**config.mk**
```make
export PLATFORM = sky130hd
export DESIGN_NAME = key_debounce_sync
export DESIGN_NICKNAME = d
export VERILOG_FILES = /design/src/rtl/key_debounce_sync.sv
export SDC_FILE = /design/constraint.sdc
export NUM_CORES = 1
export LEC_CHECK = 0
export ABC_AREA = 1
export CORE_ASPECT_RATIO = 0.8
export CORE_MARGIN = 1.5
export CORE_UTILIZATION = 35
export DETAILED_ROUTE_END_ITERATION = 16
export HOLD_SLACK_MARGIN = 0.06
export PLACE_DENSITY_LB_ADDON = 0.08
export REMOVE_ABC_BUFFERS = 1
export SLEW_MARGIN = 20
export SYNTH_ARGS = -nofsm -noshare
export SYNTH_HDL_FRONTEND = slang
export SYNTH_SLANG_ARGS = --single-unit
```
**constraint.sdc**
```tcl
create_clock -name CLK -period 2.26 [get_ports CLK]
set_input_delay 0.678 -clock CLK [delete_from_list [all_inputs] [get_ports CLK]]
set_output_delay 0.678 -clock CLK [all_outputs]
set_load 0.05 [all_outputs]
```
**src/rtl/key_debounce_sync.sv**
```systemverilog
// Synchronizes and debounces a raw key level, giving a clean level, edge pulses and BUSY.
// Define KEY_DEBOUNCE_FALL_PULSE_EN to enable the KEY_FALL pulse (tied to 0 otherwise).
module key_debounce_sync #(
  parameter int CNT_W         = 16,
  parameter int STABLE_CYCLES = 1000
) (
  input  logic CLK,
  input  logic RST_n,
  input  logic KEY_IN,
  output logic KEY_LVL,
  output logic KEY_RISE,
  output logic KEY_FALL,
  output logic BUSY
);

  typedef enum logic [1:0] {
    IDLE_LOW  = 2'd0,
    CHK_HIGH  = 2'd1,
    IDLE_HIGH = 2'd2,
    CHK_LOW   = 2'd3
  } state_t;

  localparam logic [CNT_W-1:0] CNT_LAST = CNT_W'(STABLE_CYCLES - 1);

  logic             r_s1;
  logic             r_s2;
  state_t           r_state;
  state_t           w_state_next;
  logic [CNT_W-1:0] r_cnt;
  logic [CNT_W-1:0] w_cnt_next;
  logic             r_lvl;
  logic             r_rise;
  logic             r_fall;
  logic             r_busy;
  logic             w_lvl_next;
  logic             w_rise_next;
  logic             w_fall_next;
  logic             w_busy_next;

  always_ff @(posedge CLK or negedge RST_n) begin
    if (!RST_n) begin
      r_s1    <= 1'b0;
      r_s2    <= 1'b0;
      r_state <= IDLE_LOW;
      r_cnt   <= '0;
      r_lvl   <= 1'b0;
      r_rise  <= 1'b0;
      r_fall  <= 1'b0;
      r_busy  <= 1'b0;
    end else begin
      r_s1    <= KEY_IN;
      r_s2    <= r_s1;
      r_state <= w_state_next;
      r_cnt   <= w_cnt_next;
      r_lvl   <= w_lvl_next;
      r_rise  <= w_rise_next;
      r_fall  <= w_fall_next;
      r_busy  <= w_busy_next;
    end
  end

  // Any return to the old level during a CHK state aborts and restarts qualification.
  always_comb begin
    w_state_next = r_state;
    w_cnt_next   = r_cnt;
    case (r_state)
      IDLE_LOW: begin
        if (r_s2) begin
          w_state_next = CHK_HIGH;
          w_cnt_next   = '0;
        end
      end
      CHK_HIGH: begin
        if (!r_s2) begin
          w_state_next = IDLE_LOW;
          w_cnt_next   = '0;
        end else if (r_cnt == CNT_LAST) begin
          w_state_next = IDLE_HIGH;
          w_cnt_next   = '0;
        end else begin
          w_cnt_next   = r_cnt + CNT_W'(1);
        end
      end
      IDLE_HIGH: begin
        if (!r_s2) begin
          w_state_next = CHK_LOW;
          w_cnt_next   = '0;
        end
      end
      CHK_LOW: begin
        if (r_s2) begin
          w_state_next = IDLE_HIGH;
          w_cnt_next   = '0;
        end else if (r_cnt == CNT_LAST) begin
          w_state_next = IDLE_LOW;
          w_cnt_next   = '0;
        end else begin
          w_cnt_next   = r_cnt + CNT_W'(1);
        end
      end
      default: begin
        w_state_next = IDLE_LOW;
        w_cnt_next   = '0;
      end
    endcase
  end

  // Outputs are derived from the upcoming state so they register alongside it.
  always_comb begin
    w_lvl_next  = (w_state_next == IDLE_HIGH) || (w_state_next == CHK_LOW);
    w_busy_next = (w_state_next == CHK_HIGH) || (w_state_next == CHK_LOW);
    w_rise_next = (r_state == CHK_HIGH) && (w_state_next == IDLE_HIGH);
`ifdef KEY_DEBOUNCE_FALL_PULSE_EN
    w_fall_next = (r_state == CHK_LOW) && (w_state_next == IDLE_LOW);
`else
    w_fall_next = 1'b0;
`endif
  end

  assign KEY_LVL  = r_lvl;
  assign KEY_RISE = r_rise;
  assign KEY_FALL = r_fall;
  assign BUSY     = r_busy;

endmodule
```
==> impl_metrics.ini, run 1 <==
[critical_path]
required_ps = 1580
crit_start = BUSY
path_delay_family = buffers and inverters
worstPathArrival_ps = 1450
slowest_delay_ps = 810
critPathCapture = BUSY
reg2reg_slack_ps = 670
crit_type = flop to output pin
crit_buf_inv = 1
cpMaxStageDelayCell = clkdlybuf4s50_1
reg2regPathDepth = 8
crit_path_end_kind = output pin
cp.depth = 1
critical_path.cell_chain = clkdlybuf4s50_1
r2r_start = r_cnt[0]
cp_max_fo = 4
startpoint_type = flop
reg2reg_to = r_cnt[3]

[routing]
drt.antenna.violating_nets = 0
drc = 0
wl_per_cell_microns = 12.6
vias_per_cell = 4.87
drt-initial-drc-count = 65
vias = 1046
first_pass_iters = 4
wl_microns = 2710

[power_and_ir_drop]
leakage_nw = 0.628
max-vdd-ir-drop_mv = 0.202
total_power_mw = 0.741
powerDensity_nw_per_um2 = 493

[synth]
netlist_area_sq_um = 1360
synthDistinctLibCells = 31
synth-compound-area-share_pct = 9.60
muxShareOfSynthArea_pct = 0
yosysWarnings = 0
postSynthCellCount = 164
avgSynthCellArea_sq_um = 8.26
synth_top_area_cell = dfrtp_1
yosysSeqAreaShare_pct = 40.6
synth.area.top_cells = dfrtp_1 (41%), nand2_1 (12%), nand4_1 (4.6%)
synth_top_area_share_pct = 40.6
yosys.area_share.simple_pct = 37.4
synth_top_family_by_area = simple AND/OR/NAND/NOR gates
synth_fa_ha_area_share_pct = 0.923
ys_ff_latch = 22
synthXorXnorAreaFrac_pct = 3.88

[sta]
whs_ps = 352
slew_viol_final = 0
rsz0062_at_grt = false
max_freq_mhz = 470
finalCritPeriodShare_pct = 94.2
min_period_ps = 2130
fin_worst_skew_ps = 3.04
finalSetupViolCount = 0
hold_viol_final = 0
setup_tns_ps = 0

[run]
maxCapViolations = 0

[floorplanning]
die-width_microns = 72.6
dieArea_sq_um = 4260
num_rows = 20
core-area_sq_um = 3750
initial_core_util_pct = 36.1
io_pins = 7
fp.dieH_microns = 58.7

[grt]
track_usage_pct = 15.2
met2_usage_pct = 22.3
grt_pass1_vias = 1003
overflow = 0
antenna_found_initial = 0
met3_usage_pct = 3.60
grt_pass1_wl_microns = 4900
met1_usage_pct = 22.5
grt_max_degree = 23
top_usage_layer = met1

[clocking]
cts.root.buffer_cell = clkbuf_8
cts.hold.buffers_added = 0
cts_tree = done
clk_latency_ps = 260
cts_buffer_depth = 2
cts_buffers = 3
cts.sinks = 22
cts_max_level = 1
cts_resized = 0
cts.clk_slew.worst_paths_ps = 80
cts_setup_buffers = 0

[finish]
diodes = 0
final_nets = 176
mostFrequentLayoutCells = nand2_1 (44), dfrtp_1 (22), inv_1 (16), nor2_1 (15), nand4_1 (10)
areaGrowthSynthToFinish_pct = 10.9
drive_above_1_share_pct = 20.5
final_common_cell = nand2_1

[placed_design]
place_congestion = 0.807
portBuffers = 5
dp.final_hpwl_microns = 2070

[status]
outcome = finished clean

[hold_path]
hold_class = flop to flop
[state kept, by name, indices dropped and copies added (netlist names)]
signal,count
KEY_LVL,1
r_s1,1
r_cnt,16
r_s2,1
r_state,1
KEY_RISE,1
BUSY,1
[worst register-to-register path: stages, from the launching register on]
cell	delay [ps]
dfrtp_1	430
ha_1	260
nand2_2	80
clkinv_1	60
nand2_2	70
nor2_4	130
nand3_4	160
nand2_4	200
o22ai_2	80
[logic make-up after synthesis]
group / Yosys count
buffers and inverters: 24
DFF: 22
adders and majority gates: 1
xor gates and xnor gates: 6
other: 1
and+or+nand+nor: 97
AOI/OAI and AO/OA: 13
[Yosys cell counts]
cell	count
nand2_1	44
nor3_2	1
nand3_1	9
o21bai_1	1
a21oi_2	1
inv_2	3
nor2_1	15
nor4_2	1
nand2_2	5
conb_1	1
o22ai_2	4
ha_1	1
nand3_4	2
buf_4	2
xnor2_1	1
inv_1	16
nor3_1	1
nand2_4	1
a21oi_4	1
or2_0	1
nor2_2	2
nand3_2	2
o21ai_1	1
nor2_4	3
dfrtp_1	22
buf_2	1
o21ai_2	4
a21o_1	1
nand4_1	10
clkinv_1	2
xor2_1	5
[cell type report]
type | instances | area (sq um)
Tap cell | 44 | 55.1
Clock buffer | 4 | 55.1
Multi-Input combinational cell | 118 | 706
Timing Repair Buffer | 6 | 57.6
Inverter | 21 | 78.8
Fill cell | 389 | 2250
Sequential cell | 22 | 551
[where the power goes]
group / internal [mW] / leakage, nW / switching (mW) / total [mW]
combinational: 0.0148 / 0.300 / 0.0370 / 0.0518
clock: 0.155 / 0.0288 / 0.129 / 0.284
sequential: 0.399 / 0.299 / 0.00568 / 0.405
total: 0.569 / 0.628 / 0.171 / 0.741
[per-stage QoR]
step / setup slack, ps / area [sq um] / util [%] / instances
after CTS: 122 / 1500 / 40.0 / 215
after floorplan: 789 / 1340 / - / 161
after global placement: 419 / 1450 / 38.6 / 211
final: 131 / 1500 / 40.0 / 215
after detailed placement: 415 / 1450 / 38.6 / 211
after global routing: 48.9 / 1500 / 40.0 / 215
[layer usage]
metal	vias to the layer above	routed length, microns
met3	4	120
met4	0	25
li1	540	-
met5	-	0
met2	19	1100
met1	483	1460
[how the worst min path moves through the flow]
stage                     cells after the start  start   end
final                                         0   r_s1  r_s2
after global routing                          0   r_s1  r_s2
after CTS                                     0   r_s1  r_s2
after detailed placement                      0   r_s1  r_s2
after global placement                        0   r_s1  r_s2
after floorplan                               0   r_s1  r_s2
Power figures use the tool's default switching activity.
==> run 2: changes to the inputs <==
Settings changed: ABC_AREA 1 to default.
==> run 2 against run 1 <==
Effect of this change:
- synthesized cell count fell by 24%
- clock power increased by 1%
- clock skew rose by 3.0 ps
- area after synthesis decreased by 9.9%
- cell count is 22% lower
- maximum frequency shrank 0.27%
- critical path depth is the same
- total power is 4.3% higher
- first-iteration DRC count is 78% higher
==> impl_metrics.ini, run 2 <==
[grt]
grt_pass1_wl_microns = 4520
antenna_found_initial = 0
grt_max_degree = 23
overflow = 0
grt_pass1_vias = 927
track_usage_pct = 14.9

[clocking]
cts_resized = 0
cts.root.buffer_cell = clkbuf_8
cts.sinks = 22
cts_setup_buffers = 0
cts_max_level = 1
clk_latency_ps = 260
cts_buffers = 3
cts.hold.buffers_added = 0
cts_buffer_depth = 2
cts.clk_slew.worst_paths_ps = 90
cts_tree = done

[floorplanning]
initial_core_util_pct = 38.2
die-width_microns = 69.0
io_pins = 7
fp.dieH_microns = 55.8
num_rows = 18
core-area_sq_um = 3200
dieArea_sq_um = 3850

[power_and_ir_drop]
max-vdd-ir-drop_mv = 0.341
total_power_mw = 0.772
powerDensity_nw_per_um2 = 573
leakage_nw = 0.533

[finish]
fin_util_pct = 42.2
top_register = r_cnt
postLayoutCellArea_sq_um = 1350
largest_reg_flops = 16
areaGrowthSynthToFinish_pct = 10.5
final_nets = 132
diodes = 0
final_common_cell = dfrtp_1
mostFrequentLayoutCells = dfrtp_1 (22), a31oi_1 (13), nand2_1 (11), nand3_1 (10)
drive_above_1_share_pct = 9.45
n_fill_cell = 317

[placed_design]
post_dp_cell_area_sq_um = 1290
dp.final_hpwl_microns = 1770
place_ws_ps = 418
portBuffers = 5
place_congestion = 0.727

[routing]
drt-initial-drc-count = 116
wl_per_cell_microns = 15.7
wl_microns = 2620
drc = 0
route.met3.wl_microns = 82
first_pass_iters = 6
vias_per_cell = 5.88
drt.antenna.violating_nets = 0
met1_length_microns = 1340
met2WireLength_microns = 1180
top_layer = met4
vias = 982

[critical_path]
reg2reg_slack_ps = 450
cpMaxStageDelayCell = clkdlybuf4s50_1
slowest_delay_ps = 810
required_ps = 1580
reg2regPathDepth = 5
startpoint_type = flop
worstPathArrival_ps = 1460
r2r_start = r_state[1]
path_delay_family = buffers and inverters
reg2reg_to = r_cnt[15]
critical_path.cell_chain = clkdlybuf4s50_1
cp_max_fo = 4
crit_buf_inv = 1
crit_type = flop to output pin
crit_path_end_kind = output pin

[sta]
fin_ws_ps = 125
min_period_ps = 2130
setup_tns_ps = 0
fin_worst_skew_ps = 6.05
slew_viol_final = 0
hold_viol_final = 0
max_freq_mhz = 468
rsz0062_at_grt = false
slew_headroom_pct = 53.4
finalCritPeriodShare_pct = 94.5
finalSetupViolCount = 0
worst_pin_slew_ps = 696

[synth]
synth_top_area_cell = dfrtp_1
avgSynthCellArea_sq_um = 9.77
ys_ff_latch = 22
synthArstFlopShare_pct = 100
postSynthCellCount = 125
synthDistinctLibCells = 35
synth.area.top_cells = dfrtp_1 (45%), a31oi_1 (6.7%), nand3_1 (4.1%)
synth_most_common_cell = dfrtp_1
synth_top_flop_cell = dfrtp_1
yosysSeqAreaShare_pct = 45.1
yosysWarnings = 0
synthTopCellsByCount = dfrtp_1 (22), a31oi_1 (13), nand2_1 (11)
synth_edf_count = 0
synth_top_area_share_pct = 45.1
netlist_area_sq_um = 1220

[hold_path]
hold_class = flop to flop
worstHoldStart = r_s1
whs_path_depth = 0
hold_end = r_s2

[status]
outcome = finished clean

[run]
maxCapViolations = 0
run 2: changes by cell type in the layout (fill, tap and decap cells not counted), moves of 4 or more:
cell / change
nand2_2: -5
a41oi_1: +5
o211ai_1: +4
o21ai_2: -4
inv_1: -12
nand2_1: -33
o22ai_2: -4
nand4_1: -5
and4_1: +4
a31oi_1: +13
nor2_1: -13
run 2: metal layers:
metal / GRT usage (%) / up-vias
met3: 3.80 / 2
met2: 21.3 / 15
li1: - / 480
met5: 0 / -
met1: 21.6 / 485
met4: 5.32 / 0
run 2: power by group:
group,switching [mW],leakage [nW],internal [mW]
clock network,0.133,0.0288,0.155
registers,0.0171,0.299,0.405
logic,0.0403,0.206,0.0216
run 2: worst max path at each step:
| stage | startpoint | to | slack (ps) | cells past startpoint |
|---|---|---|---|---|
| after floorplan | r_cnt[0] | KEY_LVL | 430 | 5 |
| after global placement | BUSY | BUSY | 420 | 1 |
| after detailed placement | BUSY | BUSY | 420 | 1 |
| after CTS | BUSY | BUSY | 110 | 1 |
| after global routing | BUSY | BUSY | 80 | 1 |
| final | BUSY | BUSY | 130 | 1 |
run 2: worst reg2reg max path, cell delays in order (launching register included):
cell and delay [ps]:
dfrtp_1 420, xor2_1 260, and2_1 470, buf_4 300
a41oi_1 130, a31oi_1 160
run 2: per-stage QoR:
step	std cells	hold slack [ps]
final	167	347
after global routing	167	362
after CTS	167	357
after detailed placement	163	337
after global placement	163	332
after floorplan	115	331
run 2: cell type report:
| type | instances | area, sq um | share of cell area, % |
|---|---|---|---|
| Tap cell | 40 | 50.0 | 3.71 |
| Multi-Input combinational cell | 89 | 606 | 44.9 |
| Sequential cell | 22 | 551 | 40.8 |
| Timing Repair Buffer | 8 | 72.6 | 5.38 |
| Clock buffer | 4 | 55.1 | 4.08 |
| Inverter | 4 | 15.0 | 1.11 |
run 2: kinds of logic after synthesis:
family / Yosys count / synth area share [%]
compound gates: 30 / 17.2
flops: 22 / 45.1
xor+xnor: 2 / 1.43
buf+inv: 14 / 5.33
simple gates: 52 / 26.9
mux: 3 / 2.66
other cells: 1 / 0.307
fa+ha+maj: 1 / 1.02
